File: config.mk
export PLATFORM = sky130hd
export DESIGN_NAME = imem_loader
export DESIGN_NICKNAME = d
export VERILOG_FILES = /design/src/rtl/imem_loader.sv
export SDC_FILE = /design/constraint.sdc
export NUM_CORES = 2
export LEC_CHECK = 0
export CAP_MARGIN = 25
export CORE_MARGIN = 3
export CORE_UTILIZATION = 45
export DETAILED_ROUTE_END_ITERATION = 8
export SYNTH_ARGS = -nofsm -noshare
export SYNTH_HDL_FRONTEND = slang
export SYNTH_SLANG_ARGS = --single-unit
File: constraint.sdc
create_clock -name clk -period 7.1 [get_ports clk]
set_input_delay 1.42 -clock clk [delete_from_list [all_inputs] [get_ports clk]]
set_output_delay 1.42 -clock clk [all_outputs]
set_load 0.03 [all_outputs]
File: src/rtl/imem_loader.sv
// imem_loader: writable 64-entry instruction RAM fed by a byte stream.
// Optional trailing-checksum check: define IMEM_LOADER_CHECKSUM_EN.
module imem_loader #(
  parameter int N = 32
) (
  input  logic         clk,
  input  logic         reset,
  input  logic         start,
  input  logic [6:0]   count,
  input  logic         byte_valid,
  input  logic [7:0]   byte_data,
  output logic         byte_ready,
  output logic         busy,
  output logic         done,
  output logic         err,
  input  logic [5:0]   addr,
  output logic [N-1:0] q
);

  localparam int B  = N / 8;
  localparam int BW = (B > 1) ? $clog2(B) : 1;
  localparam logic [BW-1:0] LAST_IDX = BW'(B - 1);

`ifdef IMEM_LOADER_CHECKSUM_EN
  typedef enum logic [1:0] {
    S_IDLE,
    S_LOAD,
    S_CHECK,
    S_DONE
  } state_t;
`else
  typedef enum logic [1:0] {
    S_IDLE,
    S_LOAD,
    S_DONE
  } state_t;
`endif

  state_t          r_state;
  logic [N-1:0]    r_mem [64];
  logic [6:0]      r_cnt;
  logic [6:0]      r_wcnt;
  logic [5:0]      r_wptr;
  logic [BW-1:0]   r_bidx;
  logic [N-1:0]    r_asm;
  logic            r_ready;
  logic            r_busy;
  logic            r_done;
`ifdef IMEM_LOADER_CHECKSUM_EN
  logic [7:0]      r_sum;
  logic            r_err;
`endif

  logic            w_xfer;
  logic            w_last;
  logic            w_we;
  logic [6:0]      w_wcnt_nx;
  logic            w_final;
  logic [N-1:0]    w_word;

  assign w_xfer    = (r_state == S_LOAD) && byte_valid && r_ready;
  assign w_last    = (r_bidx == LAST_IDX);
  // a reset on the same edge discards the word in flight
  assign w_we      = reset && w_xfer && w_last;
  assign w_wcnt_nx = r_wcnt + 7'd1;
  assign w_final   = w_we && (w_wcnt_nx == r_cnt);

  // Complete word: assembled low bytes plus the byte on the bus now
  always_comb begin
    w_word = r_asm;
    w_word[8*(B-1) +: 8] = byte_data;
  end

  // RAM write port; contents survive reset and persist across loads
  always_ff @(posedge clk) begin
    if (w_we) begin
      r_mem[r_wptr] <= w_word;
    end
  end

  // Loader FSM with registered handshake/status outputs
  always_ff @(posedge clk) begin
    if (!reset) begin
      r_state <= S_IDLE;
      r_cnt   <= 7'd0;
      r_wcnt  <= 7'd0;
      r_wptr  <= 6'd0;
      r_bidx  <= '0;
      r_asm   <= '0;
      r_ready <= 1'b0;
      r_busy  <= 1'b0;
      r_done  <= 1'b0;
`ifdef IMEM_LOADER_CHECKSUM_EN
      r_sum   <= 8'd0;
      r_err   <= 1'b0;
`endif
    end else begin
      unique case (r_state)
        S_IDLE: begin
          r_wcnt <= 7'd0;
          r_wptr <= 6'd0;
          r_bidx <= '0;
          r_asm  <= '0;
`ifdef IMEM_LOADER_CHECKSUM_EN
          r_sum  <= 8'd0;
          r_err  <= 1'b0;
`endif
          if (start) begin
            r_cnt   <= (count == 7'd0) ? 7'd64 : count;
            r_state <= S_LOAD;
            r_ready <= 1'b1;
            r_busy  <= 1'b1;
          end
        end
        S_LOAD: begin
          if (w_xfer) begin
`ifdef IMEM_LOADER_CHECKSUM_EN
            r_sum <= r_sum + byte_data;
`endif
            if (w_last) begin
              r_bidx <= '0;
              r_wptr <= r_wptr + 6'd1;
              r_wcnt <= w_wcnt_nx;
              if (w_final) begin
`ifdef IMEM_LOADER_CHECKSUM_EN
                r_state <= S_CHECK;
`else
                r_state <= S_DONE;
                r_ready <= 1'b0;
                r_busy  <= 1'b0;
                r_done  <= 1'b1;
`endif
              end
            end else begin
              r_asm[{r_bidx, 3'b000} +: 8] <= byte_data;
              r_bidx <= r_bidx + 1'b1;
            end
          end
        end
`ifdef IMEM_LOADER_CHECKSUM_EN
        S_CHECK: begin
          if (byte_valid && r_ready) begin
            r_err   <= (byte_data != r_sum);
            r_state <= S_DONE;
            r_ready <= 1'b0;
            r_busy  <= 1'b0;
            r_done  <= 1'b1;
          end
        end
`endif
        S_DONE: begin
          r_done  <= 1'b0;
`ifdef IMEM_LOADER_CHECKSUM_EN
          r_err   <= 1'b0;
`endif
          r_state <= S_IDLE;
        end
        default: begin
          r_state <= S_IDLE;
          r_ready <= 1'b0;
          r_busy  <= 1'b0;
          r_done  <= 1'b0;
        end
      endcase
    end
  end

  assign byte_ready = r_ready;
  assign busy       = r_busy;
  assign done       = r_done;
`ifdef IMEM_LOADER_CHECKSUM_EN
  assign err        = r_err;
`else
  assign err        = 1'b0;
`endif

  // Fetch port: old word during the write cycle, new word afterwards
  assign q = r_mem[addr];

endmodule

==> results_dict.tcl <==
set metrics [dict create \
    status "complete, no violations" \
    synthArstFlopShare 0 \
    synth_top_cells_by_area "edfxtp_1 (76%), mux4_2 (16%), dfxtp_1 (1.2%), mux2i_1 (0.87%), nand2_1 (0.73%)" \
    fin_crit_ns 6.758 \
    most_frequent_cell_after_synthesis "edfxtp_1" \
    number_of_top_level_pins 61 \
    clock_tree.buffer_depth 3 \
    final_skew_ns 0.04563 \
    die_height_microns 429.5 \
    final_antenna_net_count 0 \
    worstPathArrival_ns 5.34 \
    yosys_warnings 0 \
    finalInstanceArea_sq_um 92630 \
    fmax_mhz 148.0 \
    rsz_0062_raised_after_global_routing "false" \
    vias_in_the_first_global_route 39480 \
    global_route.usage.total 0.2268 \
    syn_to_final_growth_pct 14.74 \
    drv_cap 0 \
    port_buffers 59 \
    final-hold-violation-count 0 \
    data_required_time_of_the_critical_path_ns 5.68 \
    post-route-period-util 0.9518 \
    grt-ovfl-total 0 \
    adder_cell_fraction_of_synth_area 0.0009300 \
    tritoncts_clock_tree "built" \
    cellPowerDensity_nw_per_um2 270.9 \
    cts_root_buffer "clkbuf_16" \
    drtPass1Iterations 6 \
    ir_worst_vdd_mv 0.2466 \
    dominantRegCellSynth "edfxtp_1" \
    synth_xor_area_frac 0.001627 \
    clock-sinks 2098 \
    core_area_sq_um 177300 \
    synth_compound_gate_area_share 0.01762 \
    starting_density 0.4554 \
    layout-drive-gt1-share 0.2978 \
    rows 154 \
    synthSimpleGateAreaFrac 0.02364 \
    post_dp_cell_area_sq_um 85860 \
    synth.yosys.seq_area_share 0.7742 \
    cts_buffers 205 \
    crit_fanout 45 \
    hpwl_microns 117500 \
    final_net_count 3952 \
    timing.critical_path.to_type "primary output" \
    worst_setup_hold_path_clk_slew_ns 0.05 \
    htree_levels 4 \
    setup_viol 0 \
    wl_per_cell_microns 32.29 \
    slew_viol_final 0 \
    drc_errors 0 \
    initialDrtViolationCount 4598 \
    die_w_microns 429.5 \
    post_synth.cell_area_avg_sq_um 22.19 \
    max-slew-margin-rel 0.2363 \
    class_of_the_most_critical_setup_path "in2out" \
    startpoint_type "input pin" \
    vias_per_cell 6.016 \
    netlist_area_sq_um 80730 \
    via_count 38750 \
    post_synth_mux_area_share 0.1685 \
    place.gp.congestion 0.7628 \
    synth_top_area_share 0.7618 \
    source_to_sink_clock_delay_at_the_later_pin_of_the_worst_skew_pair_ns 0.84 \
    post_cts_buffers 0 \
    grt_max_degree 89 \
    synth_edf_count 2048 \
    hold_path_class "reg2reg" \
    leakage_dissipation_nw 27.68 \
    synth_fp_nets 3669 \
    die_area_sq_um 184500 \
    finalCoreUtilization 0.5225 \
    synth_top_family_by_area "multiplexers" \
    ys_ff_latch 2098 \
    yosys.area.top_type "edfxtp_1" \
    postRouteWirelength_microns 208000 \
    synth_common_cells "edfxtp_1 (2048), mux4_2 (560), nand2_1 (157)" \
    worstMarginPinSlew_ns 1.146 \
    postCtsHoldBufs 0 \
    totalNegativeSetupSlack_ns 0 \
    ys_types 62 \
    grt_antenna_before_repair 7 \
    global_route_wire_length_before_repair_microns 296800 \
    synth_cells 3638 \
    cts_resized 0 \
]
==> cell families (layout without fill, tap and decap cells) <==
kind of cell | after synthesis | count (layout)
multiplexers | 656 | 656
XOR/XNOR | 15 | 15
AND/OR/NAND/NOR | 430 | 430
AO/OA/AOI/OAI | 222 | 222
other | 1 | 4
buffers and inverters | 210 | 669
adder cells (fa/ha/maj) | 6 | 6
flip-flops | 2098 | 2098
==> cell usage in the layout, fill, tap and decap left out, types with 6 or more instances in the layout <==
cell / count
xor2_1: 6
edfxtp_1: 2048
buf_2: 9
nor2_4: 64
o22ai_1: 9
o21ai_1: 14
buf_12: 47
nor3_1: 8
bufinv_16: 21
mux2_2: 25
clkinvlp_4: 6
dfxtp_1: 26
clkinv_1: 45
dfxtp_2: 24
nand2b_1: 10
ha_1: 6
nor2_1: 79
mux4_2: 560
a32oi_1: 9
a211oi_1: 27
a221oi_1: 7
a22oi_1: 10
o211ai_1: 21
clkbuf_8: 6
buf_4: 183
clkdlybuf4s50_1: 35
clkinv_2: 35
mux2i_1: 70
a31oi_1: 9
clkbuf_16: 205
nor2b_1: 32
clkbuf_1: 49
o21ai_0: 27
nand3_1: 41
a21oi_1: 67
nand2_1: 157
xnor2_1: 9
==> cell type report <==
class	instances	area, sq um
sequential	2098	62530
timing repair buffer	280	2824
antenna	3	7.507
multi-input combinational	1330	17640
inverter	6	25.02
fill	13700	84640
tap	2340	2928
clock buffer	259	5383
clock inverter	124	1295
==> through the flow <==
| stage | cells | hold WS [ns] | worst slack, ns | total power [W] |
|---|---|---|---|---|
| finish | 6440 | 0.4766 | 0.3423 | 0.02509 |
| global route | 6439 | 0.4896 | 0.2145 | 0.02584 |
| CTS | 6433 | 0.4818 | 0.2916 | 0.02530 |
| detailed placement | 6050 | 0.4741 | 0.2877 | 0.01458 |
| global placement | 6037 | 0.4669 | 0.2954 | 0.01458 |
| floorplan | 3638 | 0.4481 | 1.873 | 0.01421 |
==> worst max-delay path, stage by stage <==
cell and delay (ns):
buf_8 0.41, buf_12 0.33, mux4_2 0.54, mux4_2 0.56, nor2b_1 0.19, a211oi_1 0.89
buf_4 0.23, a21oi_1 0.09, clkdlybuf4s50_1 0.63
==> final timing paths <==
path | cells after the start | from | slack (ns) | endpoint
setup / recovery | 9 | addr[0] | 0.34 | q[17]
hold / removal | 2 | r_cnt[1] | 0.48 | r_cnt[1]
setup reg to reg | 5 | r_state[0] | 3.07 | r_mem[19][18]
hold reg to reg | 2 | r_cnt[1] | 0.48 | r_cnt[1]
==> state kept, by name, indices dropped and copies added (netlist names) <==
name,count
r_wcnt,7
r_wptr,6
r_bidx,2
busy,1
r_state,2
done,1
r_cnt,7
r_mem,2048
r_asm,24
==> report_power, final <==
| part | switching (W) | internal [W] |
|---|---|---|
| clock network | 0.00463 | 0.00616 |
| logic | 0.000537 | 0.000330 |
| registers | 0.00000546 | 0.0134 |
| total | 0.00517 | 0.0199 |
==> metal layers <==
| layer | up-vias | routed length [microns] | global-route usage | share of wire |
|---|---|---|---|---|
| li1 | 15880 | - | - | - |
| met1 | 21070 | 83470 | 0.3093 | 0.40 |
| met2 | 1512 | 103800 | 0.3735 | 0.50 |
| met3 | 280 | 15360 | 0.04561 | 0.074 |
| met4 | 2 | 5291 | 0.06451 | 0.025 |
| met5 | - | 14 | 0 | 0.000067 |
(Power assumes the default switching activity.)
